<file path="config.mk">
export PLATFORM = sky130hd
export DESIGN_NAME = chip_7400_emulator
export DESIGN_NICKNAME = d
export VERILOG_FILES = /design/src/rtl/chip_7400_emulator.sv
export SDC_FILE = /design/constraint.sdc
export NUM_CORES = 1
export LEC_CHECK = 0
export CORE_MARGIN = 5
export CORE_UTILIZATION = 39
export DETAILED_ROUTE_END_ITERATION = 7
export HOLD_SLACK_MARGIN = 0.06
export PLACE_DENSITY = 0.77
export SYNTH_ARGS = -nofsm -noshare
export SYNTH_HDL_FRONTEND = slang
export SYNTH_SLANG_ARGS = --single-unit
</file>
<file path="constraint.sdc">
create_clock -name Clk -period 1.15 [get_ports Clk]
set_input_delay 0.115 -clock Clk [delete_from_list [all_inputs] [get_ports Clk]]
set_output_delay 0.115 -clock Clk [all_outputs]
set_load 0.02 [all_outputs]
</file>
<file path="src/rtl/chip_7400_emulator.sv">
// chip_7400_emulator: behavioural 7400 quad 2-input NAND responder.
//
// Each gate's ideal NAND goes through a DELAY-deep pipeline (DELAY legal
// range 1..7). The last stage is the gate's raw output. An input-pair
// coverage map records which {A,B} combinations each gate has seen. A
// Settled flag indicates that the outputs reflect the current pin inputs.
//
// Optional feature macro: CHIP_7400_EMU_FAULT_EN.
//   Defined   - a per-gate 2-bit fault table is built, and its mode is
//               applied to the raw output without extra delay.
//   Undefined - the Fault_* ports are ignored, and outputs are the raw
//               pipeline.
//
// Fault_Load strobe semantics: there is no ready. Fault_Load is sampled at
// every edge where it is high. Each such edge writes Fault_Mode into entry
// Fault_Gate, and the new mode is visible on the pins from that edge
// onward. Holding the strobe high repeats the same write.
module chip_7400_emulator #(
  parameter int DELAY = 1
) (
  input  logic        Clk,
  input  logic        Reset,
  input  logic        Pin1,
  input  logic        Pin2,
  output logic        Pin3,
  input  logic        Pin4,
  input  logic        Pin5,
  output logic        Pin6,
  input  logic        Pin10,
  input  logic        Pin9,
  output logic        Pin8,
  input  logic        Pin13,
  input  logic        Pin12,
  output logic        Pin11,
  input  logic        Fault_Load,
  input  logic [1:0]  Fault_Gate,
  input  logic [1:0]  Fault_Mode,
  input  logic        Cov_Clear,
  output logic [15:0] Cov_Map,
  output logic        Cov_Full,
  output logic        Settled
);

  localparam logic [2:0] DLY = 3'(DELAY);

  logic [3:0]  a_in;
  logic [3:0]  b_in;
  logic [3:0]  nand_now;
  logic [3:0]  pipe_q [DELAY];
  logic [3:0]  raw;
  logic [3:0]  y;
  logic [15:0] cov_sample;
  logic [7:0]  in_vec;
  logic [7:0]  in_q;
  logic [2:0]  cnt_q;

  assign a_in     = {Pin13, Pin10, Pin4, Pin1};
  assign b_in     = {Pin12, Pin9,  Pin5, Pin2};
  assign nand_now = ~(a_in & b_in);
  assign in_vec   = {a_in, b_in};
  assign raw      = pipe_q[DELAY-1];

  // Delay pipeline: stage 0 captures the ideal NAND, then shifts toward the output.
  always_ff @(posedge Clk) begin
    if (Reset) begin
      for (int i = 0; i < DELAY; i++) pipe_q[i] <= 4'hF;
    end else begin
      pipe_q[0] <= nand_now;
      for (int i = 1; i < DELAY; i++) pipe_q[i] <= pipe_q[i-1];
    end
  end

`ifdef CHIP_7400_EMU_FAULT_EN
  logic [1:0] fault_q [4];

  // Fault table write; the last write to a gate wins.
  always_ff @(posedge Clk) begin
    if (Reset) begin
      for (int g = 0; g < 4; g++) fault_q[g] <= 2'b00;
    end else if (Fault_Load) begin
      fault_q[Fault_Gate] <= Fault_Mode;
    end
  end

  // Fault stage applied to the raw pipeline output, undelayed.
  always_comb begin
    y = raw;
    for (int g = 0; g < 4; g++) begin
      case (fault_q[g])
        2'b01:   y[g] = 1'b0;
        2'b10:   y[g] = 1'b1;
        2'b11:   y[g] = ~raw[g];
        default: y[g] = raw[g];
      endcase
    end
  end
`else
  logic unused_fault;
  assign unused_fault = ^{Fault_Load, Fault_Gate, Fault_Mode};

  // Without the fault table, the outputs are the raw pipeline.
  always_comb begin
    y = raw;
  end
`endif

  assign Pin3  = y[0];
  assign Pin6  = y[1];
  assign Pin8  = y[2];
  assign Pin11 = y[3];

  // One-hot of each gate's current {A,B}, placed in that gate's nibble.
  always_comb begin
    cov_sample = '0;
    for (int g = 0; g < 4; g++) begin
      cov_sample[g*4 +: 4] = 4'b0001 << {a_in[g], b_in[g]};
    end
  end

  // Coverage map accumulation; a clear wins and drops this edge's sample.
  always_ff @(posedge Clk) begin
    if (Reset || Cov_Clear) Cov_Map <= '0;
    else                    Cov_Map <= Cov_Map | cov_sample;
  end

  assign Cov_Full = &Cov_Map;

  // Settled counter. The edge that samples a change counts as the first
  // pipeline stage, so the count reloads to 1 on a change. Settled then
  // rises on the same edge that the change reaches the output.
  always_ff @(posedge Clk) begin
    if (Reset) begin
      in_q  <= '0;
      cnt_q <= '0;
    end else begin
      in_q <= in_vec;
      if (in_vec != in_q)  cnt_q <= 3'd1;
      else if (cnt_q != DLY) cnt_q <= cnt_q + 3'd1;
    end
  end

  assign Settled = (cnt_q == DLY);

endmodule

</file>
# Word level (Yosys, flattened, before mapping)
# Memory sizes are Yosys's and may differ from the RTL's.
# Index checks and enable logic that the tools add are counted.
# Widths: inputs -> output; s select.
dict set report totals {
  reg_bits 27
  latch_bits 0
  ram_bits 4
  mem_bits_ro 0
  elab_cells 28
  n_memories 1
}
dict set report classes {
  n_addsub 1
  mul 0
  div 0
  order_cmp 0
  n_eq_ne 3
  shift 4
  muxes 7
  n_bitwise 3
  n_reduce_logical 5
}
# memory words word_bits rd rd_clocked_by_memory_dff write_ports line
set mem_list {}
lappend mem_list {pipe_q 1 4 1 0 1 49} ;# logic [3:0] pipe_q [DELAY];
# op count
set ops {}
lappend ops {{$or 16x16->16} 1}
lappend ops {{$reduce_and 16->1} 1}
lappend ops {{$shl 1x2->4 const A} 4}
lappend ops {{$ne 8x8->1} 1}
lappend ops {{$mux 1} 6}
lappend ops {{$and 4x4->4} 1}
lappend ops {{$mux 4} 1}
lappend ops {{$not 4->4} 1}
lappend ops {{$reduce_or 4->1} 1}
lappend ops {{$add 3x1->3 const B} 1}
lappend ops {{$eq 3x1->1 const B} 1}
lappend ops {{$ne 3x1->1 const B} 1}
lappend ops {{$reduce_bool 2->1} 1}
lappend ops {{$reduce_or 2->1} 1}
lappend ops {{$logic_or 1x1->1} 1}

# Depth between registers and ports, before layout
# Gate-level depths: netlist of the first run.
dict set report logic_depth {
  depth_word 3
  ltp_mapped 5
  mapped_depth_nobuf 5
}

# Worst setup path after synthesis of the first run
# No wires, ideal clock.
dict set report synth_path {
  kind {register to output}
  startpoint {register Cov_Map[14]}
  endpoint {output port Cov_Full}
  arrival_ps 1295
  slack_ps -260
  path_stages_with_launch 3
  cell_sequence {dfxtp_1 nand4_1 nor4_1}
}
dict set report synth_via {
  elab_chain_len 1
}
# element line
set synth_lines {}
lappend synth_lines {{start, declared} 39} ;# output logic [15:0] Cov_Map,
lappend synth_lines {{start signal, assigned} 123} ;# else Cov_Map <= Cov_Map | cov_sample;
lappend synth_lines {{$reduce_and 16->1} 126} ;# assign Cov_Full = &Cov_Map;
lappend synth_lines {{end, declared} 40} ;# output logic Cov_Full,
# Every way passes these cells.

# Worst setup path in the final report of the first run
dict set report layout_path {
  startpoint {register Cov_Map[1]}
  endpoint {output port Cov_Full}
}
# The elaborated chain is that of the path after synthesis.

==> impl_metrics.toml, run 1 <==
[power_and_ir_drop]
power.leakage_nw = 0.786
power_density_nw_per_um2 = 1280
p_switching_w = 0.000510
finalPower_w = 0.00214
p_sw_share_pct = 23.8
ir_worst_vdd_mv = 1.11
p_int_w = 0.00163
seqPwrFrac_pct = 53.1
p_clk_share_pct = 32.4
pwr-share-comb_pct = 14.5

[layout]
final_nets = 197
regArea_um2 = 637
layout-drive-gt1-share_pct = 41.7
syn2layout_area_growth_pct = 55.7
design_area_um2 = 1680
diodes = 0
multiInputGateArea_um2 = 444
filler_cell_count = 246

[sta]
rsz0062_at_grt = "true"
fmax_mhz = 719
finalCriticalPeriod_ns = 1.39
worst_slew_pin_slew_ns = 0.309
hold_viol = 0
fin_skew_ns = 0.00559
final-max-slew-violation-count = 0
setup_violations = 4
maxSlewHeadroom_pct = 79.4
final.period_utilization_pct = 121
setup_ws_ns = -0.241

[run_status]
status = "complete, but fails checks"
violations = "setup timing"

[synthesis]
synth_cells = 114
synth.cell_area_um2 = 1080
synth_flop_cell = "dfxtp_1"
synthTopCellsByCount = "31 x dfxtp_1, 25 x nor2_1, 16 x a21oi_1"
synth-seq-cells = 31
ys_types = 17
synth_area_leaders = "dfxtp_1 57%, nor2_1 8.7%, a21oi_1 7.4%"
yosys.area.top_type = "dfxtp_1"
netlist.area_leader.share_pct = 57.5
yosysWarnings = 0
yosysSeqAreaShare_pct = 57.5
syn_area_per_cell_um2 = 9.47
yosysMostFrequentCell = "dfxtp_1"
synthArstFlopShare_pct = 0
synth_enable_flop_cells = 0
syn_nets = 132

[setup_path]
crit_buf_inv = 1
critPathKind = "reg -> out"
arrival_ns = 1.28
cp-end-kind = "output port"
cp_cell_sequence = "nand4_1 -> nor4_4 -> buf_4"
startpoint_type = "register"
critPathMaxFanout = 2
slowest_delay_ns = 0.34
worstPathRequired_ns = 1.03
slowest_stage = "dfxtp_2"
cp_top_family = "simple AND/OR/NAND/NOR gates"

[flow_run]
max_cap_violations = 0

[route]
vias_per_cell = 4.74
post_drt_wl_per_cell_um = 13.3
initialDrtViolationCount = 28
drt_first_pass_iters = 4
ant_nets = 0
vias = 1000
drc_errors = 0
drt_wl_total_mm = 2.80

[cts]
cts_tree = "built"
clk_path_buf_depth = 2
h-tree-depth = 2
root_buffer = "clkbuf_4"
clock_sinks = 31
clk_transition_reported_paths_ns = 0.09
clock_latency_ns = 0.33
holdBufCountCts = 0
cts_buffers = 5

[grt]
groute.layer.met3.usage_pct = 4.32
busiest_layer = "met2"
met2_usage_pct = 27.3
grt_pass1_wl_mm = 4.68
antenna_found_initial = 0
grt_pass1_vias = 1081
grt.total_usage_pct = 15.3
grt_overflow = 0
grt_max_degree = 17
grtUsageMet1_pct = 15.2

[die]
ioPinCount = 38
start_util_pct = 39.8
die-area_um2 = 3920
die_y_um = 62.6
dieWidth_um = 62.6
core_um2 = 2710
rows = 19

[place]
dpl_cell_area_um2 = 1670
numPortBuffers = 32
hpwl_mm = 2.18
gp_congestion = 0.789

[min_path]
hp-class = "in -> reg"
==> kinds of logic after synthesis <==
logic type      count (synthesis)  share of synthesized area, %
compound gates                 17                          8.23
xor+xnor                        9                          7.30
fa+ha+maj                       2                          2.32
buf+inv                        13                          5.33
flops                          31                          57.5
mux                             2                          1.85
simple gates                   40                          17.5
==> through the flow <==
step / TNS [ns] / setup slack (ns) / util [%] / cells / hold WS [ns]
after detailed placement: -1.66 / -0.379 / 61.6 / 202 / 0.550
after global placement: -1.02 / -0.357 / 61.6 / 202 / 0.540
after CTS: -0.557 / -0.251 / 63.2 / 211 / 0.452
after global routing: -0.761 / -0.306 / 62.0 / 211 / 0.456
final: -0.486 / -0.241 / 62.0 / 211 / 0.462
after floorplan: -0.00185 / -0.00185 / - / 114 / 0.177
==> cell usage in the layout, fill, tap and decap left out, types with 2 or more instances in the layout <==
| cell type | count |
|---|---|
| buf_4 | 29 |
| nor2_1 | 25 |
| dfxtp_1 | 18 |
| a21oi_1 | 16 |
| buf_2 | 16 |
| dfxtp_2 | 13 |
| clkdlybuf4s50_1 | 10 |
| inv_1 | 9 |
| xnor2_1 | 8 |
| nand4_1 | 6 |
| clkbuf_4 | 5 |
| nand2_1 | 4 |
| dlygate4sd2_1 | 4 |
| mux2i_1 | 2 |
| clkbuf_8 | 2 |
| buf_6 | 2 |
==> power groups by stage <==
stage | Combinational (W) | Clock [W] | Sequential, W
3_3_place_gp | 0.000321 | 0 | 0.00116
4_1_cts | 0.000318 | 0.000715 | 0.00114
3_5_place_dp | 0.000328 | 0 | 0.00116
2_1_floorplan | 0.000110 | 0 | 0.00120
6_report | 0.000312 | 0.000694 | 0.00114
5_1_grt | 0.000337 | 0.000771 | 0.00114
==> path summary, 6_finish.rpt <==
check                           startpoint            to  slack, ns  cells after the start
worst min-delay path                  Pin2  pipe_q[0][0]       0.46                      3
worst max register to register    cnt_q[1]      cnt_q[0]      -0.08                      6
worst max-delay path            Cov_Map[1]      Cov_Full      -0.24                      3
worst min register to register  Cov_Map[0]    Cov_Map[0]       0.56                      3
==> sequential cells by signal, indices dropped and copies added (netlist names) <==
| name | cells |
|---|---|
| pipe_q | 4 |
| Cov_Map | 16 |
| cnt_q | 3 |
| in_q | 8 |
==> area by class of cell <==
| type | count | area share [%] |
|---|---|---|
| Clock buffer | 8 | 4.09 |
| Multi-Input combinational cell | 70 | 26.4 |
| Inverter | 10 | 2.23 |
| Tap cell | 31 | 2.31 |
| Timing Repair Buffer | 61 | 27.1 |
| Sequential cell | 31 | 37.9 |
==> worst register-to-register path, stage by stage (launching register included) <==
cell     delay (ns)
dfxtp_2        0.34
inv_2          0.05
ha_4           0.15
nor2b_4        0.13
buf_6          0.12
xnor2_2        0.12
o31a_1         0.23
==> routing by layer <==
layer,vias to the layer above,wire length (um)
met5,-,0
met4,0,91
met3,10,105
met2,26,1490
met1,460,1110
li1,504,-
==> what timing repair did <==
action                     in CTS  in global routing
setup buffers                   1                  0
setup endpoints to repair      24                 11
gates resized for setup        79                 10
gates cloned                    0                  0
pin swaps                       4                  3
No activity file was read; power rests on OpenSTA's default activity.
==> run 2: changes to the inputs <==
--- a/config.mk
+++ b/config.mk
@@ -6,10 +6,10 @@
 export NUM_CORES = 1
 export LEC_CHECK = 0
 export CORE_MARGIN = 5
-export CORE_UTILIZATION = 39
+export CORE_UTILIZATION = 43
 export DETAILED_ROUTE_END_ITERATION = 7
 export HOLD_SLACK_MARGIN = 0.06
-export PLACE_DENSITY = 0.77
+export PLACE_DENSITY = 0.8
 export SYNTH_ARGS = -nofsm -noshare
 export SYNTH_HDL_FRONTEND = slang
 export SYNTH_SLANG_ARGS = --single-unit
==> constraint.sdc (replaced) <==
create_clock -name Clk -period 1.58 [get_ports Clk]
set_input_delay 0.158 -clock Clk [delete_from_list [all_inputs] [get_ports Clk]]
set_output_delay 0.158 -clock Clk [all_outputs]
set_load 0.02 [all_outputs]
==> run 2 against run 1 <==
Effect of this change:
- the flow now finishes without violations
- die area decreased by 7.9%
- non-clock buffer count decreased by 16
- flip-flop and latch count unchanged
- first-iteration DRC count increased by 54%
- wire length decreased by 6.8%
- sequential share of layout area increased by 1.1 points
- final cell count decreased by 8.1%
- critical path type unchanged
- critical endpoint is now Cov_Map[2]
- highest routed layer unchanged
==> impl_metrics.toml, run 2 (synthesized netlist as in run 1, its figures left out) <==
[route]
wl_met3_um = 186
top_layer = "met4"
wl_met1_mm = 1.10
drc_errors = 0
vias_per_cell = 5.01
vias = 972
post_drt_wl_per_cell_um = 13.4
drt_first_pass_iters = 4
ant_nets = 0
drt_wl_total_mm = 2.61
routed-wl-met2_mm = 1.31
initialDrtViolationCount = 43

[layout]
diodes = 0
reg.largest.list = "Cov_Map x16, in_q x8, pipe_q x4"
syn2layout_area_growth_pct = 48.3
layout-drive-gt1-share_pct = 17.7
final_common_cell = "dfxtp_1"
mostFrequentLayoutCells = "28 x dfxtp_1, 26 x clkdlybuf4s50_1, 25 x nor2_1, 16 x a21oi_1, 14 x buf_4"
design_area_um2 = 1600
regMostFlops = "Cov_Map"
final_util_pct = 65.8
filler_cell_count = 209
largest_reg_flops = 16
final_nets = 181

[die]
start_util_pct = 44.4
die-area_um2 = 3610
core_um2 = 2430
dieWidth_um = 60.1
rows = 18
die_y_um = 60.1
ioPinCount = 38

[sta]
final.period_utilization_pct = 97.0
fin_tns_setup_ns = 0
setup_violations = 0
finalCriticalPeriod_ns = 1.53
hold_viol = 0
final-max-slew-violation-count = 0
worst_slew_pin_slew_ns = 0.310
maxSlewHeadroom_pct = 79.4
rsz0062_at_grt = "false"
fmax_mhz = 652
setup_ws_ns = 0.0467
fin_skew_ns = 0.00623

[place]
preCtsSetupSlack_ns = -0.0459
hpwl_mm = 2.00
numPortBuffers = 32
gp_congestion = 0.813
dpl_cell_area_um2 = 1520

[cts]
clk_transition_reported_paths_ns = 0.10
clk_path_buf_depth = 2
clock_latency_ns = 0.32
cts_tree = "built"
h-tree-depth = 2
cts_buffers = 5
root_buffer = "clkbuf_4"
clock_sinks = 31

[power_and_ir_drop]
power_density_nw_per_um2 = 972
ir_worst_vdd_mv = 0.733
power.leakage_nw = 0.720

[setup_path]
cp_cell_sequence = "buf_4 -> clkdlybuf4s50_1"
regToRegSetupSlack_ns = 0.36
critPathKind = "reg -> out"
worstPathRequired_ns = 1.42
cp-end-kind = "output port"
cp_top_family = "buffers and inverters"
arrival_ns = 1.38
slowest_stage = "clkdlybuf4s50_1"
critPathMaxFanout = 2
slowest_delay_ns = 0.59
crit_buf_inv = 2
startpoint_type = "register"

[run_status]
status = "finished clean"

[flow_run]
max_cap_violations = 0

[grt]
grt.total_usage_pct = 16.4
antenna_found_initial = 0
grt_pass1_wl_mm = 4.31
grt_pass1_vias = 980
grt_max_degree = 17
grt_overflow = 0

[min_path]
hp-class = "reg -> reg"
## run 2: changes by cell type in the layout (fill, tap and decap cells not counted), sizes merged
cell	delta
buf	-32
clkdlybuf4s50	+16
dlygate4sd2	-4
dlymetal6s2s	+4
## run 2: per-layer routing
layer | global-route usage [%] | up-vias
met5 | 0 | -
met4 | 6.65 | 0
met3 | 5.18 | 2
met2 | 27.0 | 41
met1 | 19.6 | 455
li1 | - | 474
## run 2: final timing paths
kind,start,to,cells past startpoint
max,Cov_Map[2],Cov_Map[2],2
min,Cov_Map[7],Cov_Map[7],2
max reg2reg,cnt_q[1],cnt_q[1],5
min reg2reg,Cov_Map[7],Cov_Map[7],2
## run 2: repair_timing
action | in CTS | in global routing
setup buffers | 0 | 0
gates resized for setup | 9 | 10
hold buffers | 0 | 0
pin swaps | 0 | 2
setup endpoints to repair | 2 | 6
## run 2: cell type report
type                       count  area (um^2)  share of cell area, %
inverter                      10         37.5                   2.34
multi-input combinational     70          413                   25.8
clock buffer                   8         68.8                   4.30
sequential                    31          624                   39.0
tap                           30         37.5                   2.34
timing repair buffer          45          420                   26.2
## run 2: power breakdown
part,internal (W),total (W),switching (W)
Combinational,0.000107,0.000210,0.000103
Sequential,0.000812,0.000830,0.0000173
Clock,0.000262,0.000517,0.000255
## run 2: through the flow
stage / cells / hold slack [ns] / total power (W)
after floorplan: 114 / 0.220 / 0.000946
after global placement: 186 / 0.479 / 0.00105
after detailed placement: 186 / 0.489 / 0.00106
after CTS: 194 / 0.504 / 0.00157
after global routing: 194 / 0.506 / 0.00163
final: 194 / 0.500 / 0.00156
## run 2: tightest hold or removal path: stages (launching register included)
cell	delay, ns
dfxtp_2	0.36
a21oi_1	0.04
nor2_1	0.07
==> run 3: changes to the inputs <==
--- a/config.mk
+++ b/config.mk
@@ -6,10 +6,12 @@
 export NUM_CORES = 1
 export LEC_CHECK = 0
 export CORE_MARGIN = 5
-export CORE_UTILIZATION = 43
+export CORE_UTILIZATION = 45
+export CTS_BUF_LIST = sky130_fd_sc_hd__clkbuf_4
 export DETAILED_ROUTE_END_ITERATION = 7
 export HOLD_SLACK_MARGIN = 0.06
-export PLACE_DENSITY = 0.8
+export PLACE_DENSITY = 0.83
+export SLEW_MARGIN = 20
 export SYNTH_ARGS = -nofsm -noshare
 export SYNTH_HDL_FRONTEND = slang
 export SYNTH_SLANG_ARGS = --single-unit
==> run 3 against run 2 <==
Effect of this change:
- register-to-register slack about the same
- maximum frequency rose by 0.55%
- final cell count is 1.0% higher
- combinational power increased by 3%
==> impl_metrics.toml, run 3 (synthesized netlist as in run 1, its figures left out) <==
[route]
ant_nets = 0
drt_first_pass_iters = 4
vias = 949
drc_errors = 0
post_drt_wl_per_cell_um = 13.8
initialDrtViolationCount = 19
drt_wl_total_mm = 2.71
vias_per_cell = 4.84

[sta]
final.period_utilization_pct = 96.5
finalCriticalPeriod_ns = 1.52
final-max-slew-violation-count = 0
fin_skew_ns = 0.00530
fmax_mhz = 656
hold_ws_ns = 0.503
fin_tns_setup_ns = 0
hold_viol = 0
maxSlewHeadroom_pct = 79.3
setup_violations = 0
worst_slew_pin_slew_ns = 0.310

[setup_path]
cp-end-kind = "output port"
critPathKind = "reg -> out"
startpoint_type = "register"
arrival_ns = 1.37
critPathMaxFanout = 2
worstPathRequired_ns = 1.42

[grt]
grt.total_usage_pct = 17.9
antenna_found_initial = 0
busiest_layer = "met2"
groute.layer.met3.usage_pct = 5.66
met2_usage_pct = 29.8
grt_pass1_vias = 1024
grtUsageMet1_pct = 19.4
grt_max_degree = 17
grt_overflow = 0
grt_pass1_wl_mm = 4.50

[die]
start_util_pct = 47.9
rows = 17
die_y_um = 59.0
core_um2 = 2250
dieWidth_um = 59.0
die-area_um2 = 3480
ioPinCount = 38

[cts]
cts_tree = "built"
root_buffer = "clkbuf_4"
clock_sinks = 31
clk_transition_reported_paths_ns = 0.09
clk_path_buf_depth = 2
holdBufCountCts = 0
cts_buffers = 5
h-tree-depth = 2
clock_latency_ns = 0.32

[flow_run]
max_cap_violations = 0

[layout]
mostFrequentLayoutCells = "30 x dfxtp_1, 25 x nor2_1, 21 x clkdlybuf4s50_1, 17 x buf_4, 16 x a21oi_1"
diodes = 0
final_common_cell = "dfxtp_1"
regMostFlops = "Cov_Map"
layout-drive-gt1-share_pct = 17.9
largest_reg_flops = 16
final_nets = 185
syn2layout_area_growth_pct = 50.1
reg.largest.list = "Cov_Map x16, in_q x8, pipe_q x4"
fin_cells = 196

[power_and_ir_drop]
ir_worst_vdd_mv = 0.738
power_density_nw_per_um2 = 905
power.leakage_nw = 0.819

[min_path]
hp-class = "in -> reg"

[run_status]
status = "finished clean"

[place]
gp_congestion = 0.809
placed_cells = 188
hpwl_mm = 2.05
numPortBuffers = 32
[run 3: worst paths after layout]
check | end | startpoint | cells after the start | slack (ns)
setup / recovery | Cov_Map[0] | Cov_Map[0] | 2 | 0.06
hold / removal | pipe_q[0][1] | Pin5 | 3 | 0.50
setup reg to reg | cnt_q[1] | cnt_q[1] | 5 | 0.36
hold reg to reg | Cov_Map[8] | Cov_Map[8] | 2 | 0.52
[run 3: area by class of cell]
| class | count | area [um^2] |
|---|---|---|
| clock buffer | 6 | 45.0 |
| timing repair buffer | 49 | 460 |
| fill | 178 | 634 |
| multi-input combinational | 70 | 413 |
| inverter | 10 | 37.5 |
| clock inverter | 2 | 7.51 |
| sequential | 31 | 622 |
| tap | 28 | 35.0 |
[run 3: timing repair]
action                     4_1_cts  5_1_grt
buffers inserted                 0        0
setup endpoints to repair        2       10
gates resized for setup         10       11
gates cloned                     0        0
[run 3: stage by stage]
step | cell area (um^2) | util (%) | worst slack, ns | total power [W]
3_3_place_gp | 1540 | 68.4 | 0.0111 | 0.00106
5_1_grt | 1620 | 71.9 | -0.00551 | 0.00155
2_1_floorplan | 1080 | - | 0.127 | 0.000946
3_5_place_dp | 1540 | 68.4 | 0.00814 | 0.00106
4_1_cts | 1600 | 71.1 | 0.00547 | 0.00149
6_report | 1620 | 71.9 | 0.0551 | 0.00147
[run 3: critical path, stage by stage (launching register included)]
cell,delay [ns]
dfxtp_1,0.34
buf_4,0.11
clkdlybuf4s50_1,0.60
[run 3: routing by layer]
metal | wire [um] | up-vias
met1 | 1150 | 440
met2 | 1360 | 21
met5 | 0 | -
li1 | - | 483
met4 | 62 | 0
met3 | 137 | 5
[run 3: power by group]
| group | switching (W) | internal (W) |
|---|---|---|
| Sequential | 0.0000159 | 0.000812 |
| Clock | 0.000240 | 0.000182 |
| Combinational | 0.000107 | 0.000110 |
